$ cat src/rtl/picocode_loader.sv
// picocode_loader
//   Streams a framed program image from a byte source into the 1K x 18
//   picocode instruction RAM and holds the CPU in reset until an image
//   has been received intact.
//
//   Frame: A5 | CNT_HI | CNT_LO | N x (B0 B1 B2) | CKSUM
//     CNT = N-1 (10 bits), word = {B0[1:0], B1, B2}, CKSUM = mod-256 sum
//     of every byte between SYNC and CKSUM.
//
// Ports
//   clk, rst_n        rising-edge clock, asynchronous active-low reset
//   rx_data/valid     incoming byte stream
//   rx_ready          byte accepted when rx_valid && rx_ready at a clk edge
//   ram_data          18-bit instruction word to the RAM
//   ram_address       10-bit RAM word address
//   ram_enable        RAM enable, high only on write cycles
//   ram_wr_en         RAM write enable (same as ram_enable)
//   cpu_reset         active-high CPU hold
//   load_busy         a frame is in progress
//   load_done         one-cycle pulse: image accepted
//   load_error        one-cycle pulse: frame aborted
//   err_code          last error: 01 format, 10 checksum, 11 timeout
module picocode_loader #(
  parameter int TIMEOUT_CYCLES = 1000000
) (
  input  logic        clk,
  input  logic        rst_n,
  input  logic [7:0]  rx_data,
  input  logic        rx_valid,
  output logic        rx_ready,
  output logic [17:0] ram_data,
  output logic [9:0]  ram_address,
  output logic        ram_enable,
  output logic        ram_wr_en,
  output logic        cpu_reset,
  output logic        load_busy,
  output logic        load_done,
  output logic        load_error,
  output logic [1:0]  err_code
);

  typedef enum logic [2:0] {
    S_IDLE,
    S_CNT_HI,
    S_CNT_LO,
    S_B0,
    S_B1,
    S_B2,
    S_WRITE,
    S_CKSUM
  } state_t;

  localparam logic [7:0]  SYNC_BYTE = 8'hA5;
  localparam logic [1:0]  ERR_FMT   = 2'b01;
  localparam logic [1:0]  ERR_CKSUM = 2'b10;
  localparam logic [1:0]  ERR_TMO   = 2'b11;
  localparam logic [23:0] TMO_LAST  = 24'(TIMEOUT_CYCLES - 1);

  function automatic logic [7:0] cksum_add(input logic [7:0] sum_in,
                                           input logic [7:0] byte_in);
    return sum_in + byte_in;
  endfunction

  state_t      state;
  state_t      state_nxt;
  logic        ready_en;
  logic        accept;
  logic        sync_hit;
  logic        tmo_hit;
  logic        last_word;
  logic        done_nxt;
  logic        error_nxt;
  logic [1:0]  code_nxt;
  logic [23:0] idle_cnt;
  logic [9:0]  word_idx;
  logic [9:0]  cnt_m1;
  logic [7:0]  sum;
  logic [1:0]  b0_hi;
  logic [7:0]  b1;

  // ready_en keeps rx_ready low while reset is asserted and for the
  // first edge after release; WRITE is the per-word bubble
  assign rx_ready    = ready_en && (state != S_WRITE);
  assign ram_enable  = (state == S_WRITE);
  assign ram_wr_en   = ram_enable;
  assign load_busy   = (state != S_IDLE);

  always_comb begin
    state_nxt = state;
    done_nxt  = 1'b0;
    error_nxt = 1'b0;
    code_nxt  = err_code;
    sync_hit  = 1'b0;
    accept    = rx_valid && rx_ready;
    last_word = (word_idx == cnt_m1);
    // a byte arriving on the expiry edge wins over the timeout
    tmo_hit   = (state != S_IDLE) && !accept && (idle_cnt == TMO_LAST);

    case (state)
      S_IDLE: begin
        if (accept && rx_data == SYNC_BYTE) begin
          state_nxt = S_CNT_HI;
          sync_hit  = 1'b1;
        end
      end
      S_CNT_HI: begin
        if (accept) begin
          if (rx_data[7:2] != 6'd0) begin
            state_nxt = S_IDLE;
            error_nxt = 1'b1;
            code_nxt  = ERR_FMT;
          end else begin
            state_nxt = S_CNT_LO;
          end
        end
      end
      S_CNT_LO: if (accept) state_nxt = S_B0;
      S_B0: begin
        if (accept) begin
          if (rx_data[7:2] != 6'd0) begin
            state_nxt = S_IDLE;
            error_nxt = 1'b1;
            code_nxt  = ERR_FMT;
          end else begin
            state_nxt = S_B1;
          end
        end
      end
      S_B1:    if (accept) state_nxt = S_B2;
      S_B2:    if (accept) state_nxt = S_WRITE;
      S_WRITE: state_nxt = last_word ? S_CKSUM : S_B0;
      S_CKSUM: begin
        if (accept) begin
          state_nxt = S_IDLE;
          if (rx_data == sum) begin
            done_nxt = 1'b1;
          end else begin
            error_nxt = 1'b1;
            code_nxt  = ERR_CKSUM;
          end
        end
      end
      default: state_nxt = S_IDLE;
    endcase

    if (tmo_hit) begin
      state_nxt = S_IDLE;
      error_nxt = 1'b1;
      code_nxt  = ERR_TMO;
    end
  end

  always_ff @(posedge clk or negedge rst_n) begin
    if (!rst_n) begin
      state       <= S_IDLE;
      ready_en    <= 1'b0;
      idle_cnt    <= '0;
      cpu_reset   <= 1'b0;
      load_done   <= 1'b0;
      load_error  <= 1'b0;
      err_code    <= 2'b00;
      ram_data    <= '0;
      ram_address <= '0;
    end else begin
      state      <= state_nxt;
      ready_en   <= 1'b1;
      load_done  <= done_nxt;
      load_error <= error_nxt;
      err_code   <= code_nxt;

      if (state == S_IDLE || accept || tmo_hit) begin
        idle_cnt <= '0;
      end else begin
        idle_cnt <= idle_cnt + 24'd1;
      end

      if (sync_hit) begin
        cpu_reset <= 1'b1;
      end else if (done_nxt) begin
        cpu_reset <= 1'b0;
      end

      // word assembly: B2 completes the word, presented in WRITE
      if (accept && state == S_B2) begin
        ram_data    <= {b0_hi, b1, rx_data};
        ram_address <= word_idx;
      end
    end
  end

  // byte capture and running checksum
  always_ff @(posedge clk) begin
    if (sync_hit) begin
      sum      <= '0;
      word_idx <= '0;
    end else begin
      if (accept && (state == S_CNT_HI || state == S_CNT_LO ||
                     state == S_B0 || state == S_B1 || state == S_B2)) begin
        sum <= cksum_add(sum, rx_data);
      end
      if (state == S_WRITE) begin
        word_idx <= word_idx + 10'd1;
      end
    end
    if (accept && state == S_CNT_HI) cnt_m1[9:8] <= rx_data[1:0];
    if (accept && state == S_CNT_LO) cnt_m1[7:0] <= rx_data;
    if (accept && state == S_B0)     b0_hi       <= rx_data[1:0];
    if (accept && state == S_B1)     b1          <= rx_data;
  end

endmodule

$ cat config.mk
export PLATFORM = sky130hd
export DESIGN_NAME = picocode_loader
export DESIGN_NICKNAME = d
export VERILOG_FILES = /design/src/rtl/picocode_loader.sv
export SDC_FILE = /design/constraint.sdc
export NUM_CORES = 1
export LEC_CHECK = 0
export CAP_MARGIN = 10
export CORE_UTILIZATION = 50
export CTS_CLUSTER_DIAMETER = 80
export DETAILED_ROUTE_END_ITERATION = 16
export GPL_TIMING_DRIVEN = 0
export HOLD_SLACK_MARGIN = 0.12
export PLACE_DENSITY = 0.74
export SYNTH_ARGS = -nofsm -noshare
export SYNTH_HDL_FRONTEND = slang
export SYNTH_SLANG_ARGS = --single-unit
export TNS_END_PERCENT = 30
$ cat constraint.sdc
create_clock -name clk -period 2.49 [get_ports clk]
set_input_delay 0.3735 -clock clk [delete_from_list [all_inputs] [get_ports clk]]
set_output_delay 0.3735 -clock clk [all_outputs]
set_load 0.03 [all_outputs]
### Yosys cells after proc, flatten, opt, wreduce, memory -nomap -nowiden

Cells that the tools add are included.

| cells by class | value |
|---|---|
| $add $sub $neg | 3 |
| eq/ne operators | 22 |
| muxes and demuxes | 32 |
| reduce and logical (&&, ||, !) cells | 26 |

Operators with widths:

| cell | number |
|---|---|
| 3-bit 2-to-1 mux | 10 |
| 3-bit != test (second input constant) | 9 |
| 24-bit by 1-bit adder with 24-bit output (second input constant) | 1 |
| 24-bit by 20-bit == test with 1-bit output (second input constant) | 1 |
| 24-bit 2-to-1 mux | 1 |
| 3-bit one-hot mux with 8 select lines | 1 |
| 3-bit == test (second input constant) | 4 |
| 1-bit 2-to-1 mux | 12 |
| 2-bit 2-to-1 mux | 6 |
| 1-bit logical AND | 11 |
| 10-bit by 1-bit adder with 10-bit output (second input constant) | 1 |
| 10-bit == test | 1 |
| 8-bit adder | 1 |
| 8-bit == test | 1 |
| 8-bit == test (second input constant) | 1 |
| 7-bit AND reduction | 1 |
| 3-bit by 2-bit == test with 1-bit output (second input constant) | 2 |
| 1-bit logical OR | 6 |
| 3-bit by 1-bit != test with 1-bit output (second input constant) | 2 |
| 3-bit nonzero test | 2 |
| 6-bit nonzero test | 1 |
| 5-bit AND reduction | 1 |
| 2-bit one-hot mux with 2 select lines | 1 |
| 3-bit by 1-bit == test with 1-bit output (second input constant) | 1 |
| other kinds (5) | 5 |

| word-level totals | value |
|---|---|
| bits in registers | 99 |
| input bits | 11 |
| output and inout bits | 37 |
| word-level logic and storage cells | 98 |

### Logic depth before layout (Yosys ltp)

| depth | value |
|---|---|
| depth after elaboration | 8 |
| gate-level depth with buffers | 9 |
| depth with buffers taken out | 9 |

### Worst setup path after synthesis

No wires, ideal clock.

| timing | value |
|---|---|
| path type | flip-flop to flip-flop |
| start point | register state[2] |
| end point | register cnt_m1[0] (enable) |
| setup time | 0.398 ns |
| arrival | 1.589 ns |
| data required time | 2.092 ns |
| slack | 0.503 ns |
| cell stages (with the launch flop) | 3 |
| buffers on the path | 1 |
| clock period less this slack | 1.987 ns |
| cell sequence | dfrtp_1 > clkbuf_1 > nor4b_1 |

| on the way | value |
|---|---|
| cells in the longest elaborated chain, start to end | 4 |
| elaborated cells between the ends (all ways) | 5 |
| those cells by class | eq/ne (2); reduce/logical (3) |

Ends and longest elaborated chain:

| item | line | source |
|---|---|---|
| start, declared | 64 | `state_t state;` |
| start signal, assigned | 165 | `state <= state_nxt;` |
| 3-bit != test | 83 | `assign rx_ready = ready_en && (state != S_WRITE);` |
| 1-bit logical AND | 83 |  |
| 1-bit logical AND | 94 | `accept = rx_valid && rx_ready;` |
| 1-bit logical AND (*) | 206 | `if (accept && state == S_CNT_LO) cnt_m1[7:0] <= rx_data;` |
| end signal, assigned | 206 |  |
| end, declared | 76 | `logic [9:0] cnt_m1;` |

Mark *: on every way between the ends. The rest lies on a longest branch, timed or not.
A chain may end at the register's enable or synchronous reset.

### Final worst setup path

| timing | value |
|---|---|
| start point | input port rx_data[1] |
| end point | register sum[6] |

| on the way | value |
|---|---|
| cells in the longest elaborated chain, start to end | 4 |
| elaborated cells between the ends (all ways) | 5 |
| those cells by class | add/sub (1); eq/ne (1); mux (2); reduce/logical (1) |

Ends and longest elaborated chain:

| item | line | source |
|---|---|---|
| start, declared | 28 | `input logic [7:0] rx_data,` |
| parallel branches: the longest is 4 deep, another holds 8-bit adder | n/a |  |
| end signal, assigned | 199 | `sum <= cksum_add(sum, rx_data);` |
| end, declared | 77 | `logic [7:0] sum;` |

Parallel ways; which one is timed is not known.

==> impl_metrics.ini <==
[synthesis]
synth-async-reset-ratio = 0.6162
syn_nets = 427
avgSynthCellArea_um2 = 11.07
synth_top_area_frac = 0.3395
synthCells = 406
netlist_area_um2 = 4496
ys_seq_area_frac = 0.5533
netlist_top_cells_area = dfrtp_1 34%, edfxtp_1 13%, dfxtp_1 8.0%
synth-seq-cells = 99
yosys_warnings = 0
synth.largest_area_cell = dfrtp_1
ys_types = 53
ys.flop_type = dfrtp_1
synth-edff-count = 20

[worst_setup_path]
cp.required_ns = 2.77
crit_family = compound AO/OA/AOI/OAI gates
worstSetupStartpointType = primary input
cp_max_fo = 8
cpMaxStageDelayCell = clkdlybuf4s50_1
arrival_ns = 2.62
worstReg2RegEnd = err_code[0]$_DFFE_PN0P_
endpoint_kind = flop
max_stage_delay_ns = 0.67
reg2reg_slack_ns = 0.35
criticalPathCategory = in -> reg
r2r_cells = 6
startpoint = rx_data[1]
worstPathCellList = clkdlybuf4s50_1 -> inv_1 -> fa_1 -> nor2b_1 -> o21ai_0 -> a21boi_0 -> o21a_1 -> nor3_1 -> o31ai_1
path_buf_inv = 2
r2r-start = idle_cnt[15]$_DFF_PN0_

[timing]
fin_crit_sh = 0.9397
hold_viol = 0
relSlewSlack = 0.2637
maxSlewViolCount = 0
fin_skew_ns = 0.01319
min_period_ns = 2.340
rsz0062_at_grt = false
setup_violations = 0
holdWs_ns = 0.4217
timing.setup.tns_ns = 0
max_freq_mhz = 427.4
worst_pin_slew_ns = 1.096

[finish]
drive_gt1_frac = 0.1377
nets = 488
fill_cells = 688
antenna_cells = 0
stdcell_count = 580
areaGrowthSynthToFinish_pct = 19.12

[route]
wl_per_cell_um = 15.58
postRouteAntennaNets = 0
routed_wl_mm = 9.037
vias_per_cell = 5.566
drt_iter0_markers = 230
vias = 3228
first_pass_iters = 4
drc = 0

[outcome]
status = finished clean

[placed_design]
dp_cells = 563
place.gp.congestion = 0.8667
hpwl_mm = 6.477
port_buffers = 47

[power_and_ir_drop]
power_frac_comb = 0.278
p_seq_frac = 0.460
p_leak_uw = 0.002223
p_sw_uw = 1435
p_int_uw = 2836
cellPowerDensity_nw_per_um2 = 797.5
power_frac_clock = 0.262
total_power_uw = 4271
sw_frac_of_total = 0.3360
vdd_ir_drop_max_mv = 0.3169

[clock_network]
cts_tree = built
clk_pin_slew_ns = 0.11
cts_root_buffer = clkbuf_8
cts.sinks = 99
clock_latency_ns = 0.37
clk_path_buf_depth = 2
htreeDepth = 3
cts_setup_buffers = 0
cts_buffers = 9

[grt]
grt_max_degree = 39
overflow = 0
track_usage = 0.2015
grt_pass1_wl_mm = 15.32
grt_pass1_vias = 3211
antenna_found_initial = 0

[run]
maxCapViolCount = 0

[floorplan]
dieArea_um2 = 9374
initial_core_util = 0.5155
core_um2 = 8721
ioPinCount = 48
rows = 34
die_y_um = 96.82
die_x_um = 96.82

[worst_hold_path]
holdPathStages = 1
hp-class = in -> reg
hp-start = rx_data[0]
hold_end = b0_hi[0]$_DFFE_PP_
==> cells by family (layout without fill, tap and decap cells) <==
family	Yosys count	after routing	share of synthesized area
AO/OA/AOI/OAI	42	42	0.05762
XOR/XNOR	40	40	0.07793
adder cells (fa/ha/maj)	10	10	0.02950
buffers and inverters	27	93	0.02561
flip-flops	99	99	0.5533
multiplexers	30	30	0.07487
other	1	1	0.0008342
AND/OR/NAND/NOR	157	157	0.1804
==> worst max path at each step <==
stage / cells after the start / slack, ns / to
4_1_cts: 10 / 0.10 / sum[6]$_SDFFE_PP0P_
3_5_place_dp: 10 / -0.27 / sum[6]$_SDFFE_PP0P_
3_3_place_gp: 1 / -0.96 / idle_cnt[2]$_DFF_PN0_
5_1_grt: 9 / 0.008 / sum[6]$_SDFFE_PP0P_
6_report: 9 / 0.15 / sum[6]$_SDFFE_PP0P_
2_1_floorplan: 2 / 0.50 / cnt_m1[0]$_DFFE_PP_
==> final cells by class <==
type,count,area [µm²],share of cell area
plain buffers,17,77.57,0.01449
clock buffers,9,123.9,0.02313
clock inverters,7,95.09,0.01776
inverters,10,37.54,0.007009
multi-input cells,280,1896,0.3540
flip-flops and latches,99,2487,0.4645
well taps,108,135.1,0.02523
repair buffers,50,503.0,0.09393
==> cell usage after synthesis, types with 9 or more instances <==
cell type / instances
dfrtp_1: 61
nor2_1: 53
mux2_2: 29
xor2_1: 26
edfxtp_1: 20
dfxtp_1: 18
nand2_1: 18
nand3_1: 17
nand4_1: 15
o21ai_0: 14
xnor2_1: 14
nor3_1: 11
a21oi_1: 10
inv_1: 10
ha_1: 9
==> placed cells by master (no fill, tap or decap), drive strengths merged, types with 2 or more instances in the layout <==
cell	count
a21oi	11
and2	2
and3	5
and4	4
buf	12
clkbuf	17
clkdlybuf4s50	42
clkinvlp	2
dfrtp	61
dfxtp	18
dlygate4sd2	2
edfxtp	20
ha	9
inv	13
mux2	29
nand2	19
nand2b	3
nand3	17
nand4	15
nor2	53
nor2b	5
nor3	11
nor4	7
nor4b	2
o211ai	2
o21a	2
o21ai	14
o31ai	4
or3	8
xnor2	14
xor2	26
==> metal layers <==
layer,wire length (µm),vias to the layer above,part of all wire,track usage
li1,-,1549,-,-
met1,4020,1574,0.44,0.2642
met2,4440,83,0.49,0.3348
met3,336,22,0.037,0.03107
met4,240,0,0.027,0.08266
met5,0,-,0,0
==> flip-flops by register name, summed over array words and instances, names as in the netlist <==
signal and cells:
b0_hi 2, b1 8, cnt_m1 10, cpu_reset 1, err_code 2, idle_cnt 24, load_done 1, load_error 1
ram_address 10, ram_data 18, ready_en 1, state 3, sum 8, word_idx 10
==> timing repair <==
| action | 4_1_cts | 5_1_grt |
|---|---|---|
| gates resized for setup | 3 | 2 |
| endpoints found under the setup margin | 3 | 15 |
| hold endpoints to repair | 23 | 0 |
| hold buffers | 1 | 0 |
==> worst register-to-register path, stage by stage (launching register included) <==
cell and delay [ns]:
dfrtp_1 0.37, clkbuf_1 0.23, nor4b_1 0.36, nand3_1 0.13, nor4_2 0.51, o21bai_1 0.30
o21ai_0 0.13
==> per-stage QoR <==
| step | utilization | cell area (µm²) | worst slack, ns |
|---|---|---|---|
| 2_1_floorplan | - | 4496 | 0.5026 |
| 3_3_place_gp | 0.5849 | 5101 | -0.9635 |
| 5_1_grt | 0.6141 | 5355 | 0.007813 |
| 4_1_cts | 0.6135 | 5350 | 0.1033 |
| 3_5_place_dp | 0.5878 | 5126 | -0.2658 |
| 6_report | 0.6141 | 5355 | 0.1501 |
==> power groups by stage <==
stage,combinational [µW],clock [µW],sequential (µW)
after floorplan,652,0,2130
after global placement,1140,0,1980
after detailed placement,1180,0,1990
after CTS,1190,1130,1960
after global routing,1300,1190,1990
final,1190,1120,1960
Power figures use the tool's default switching activity.
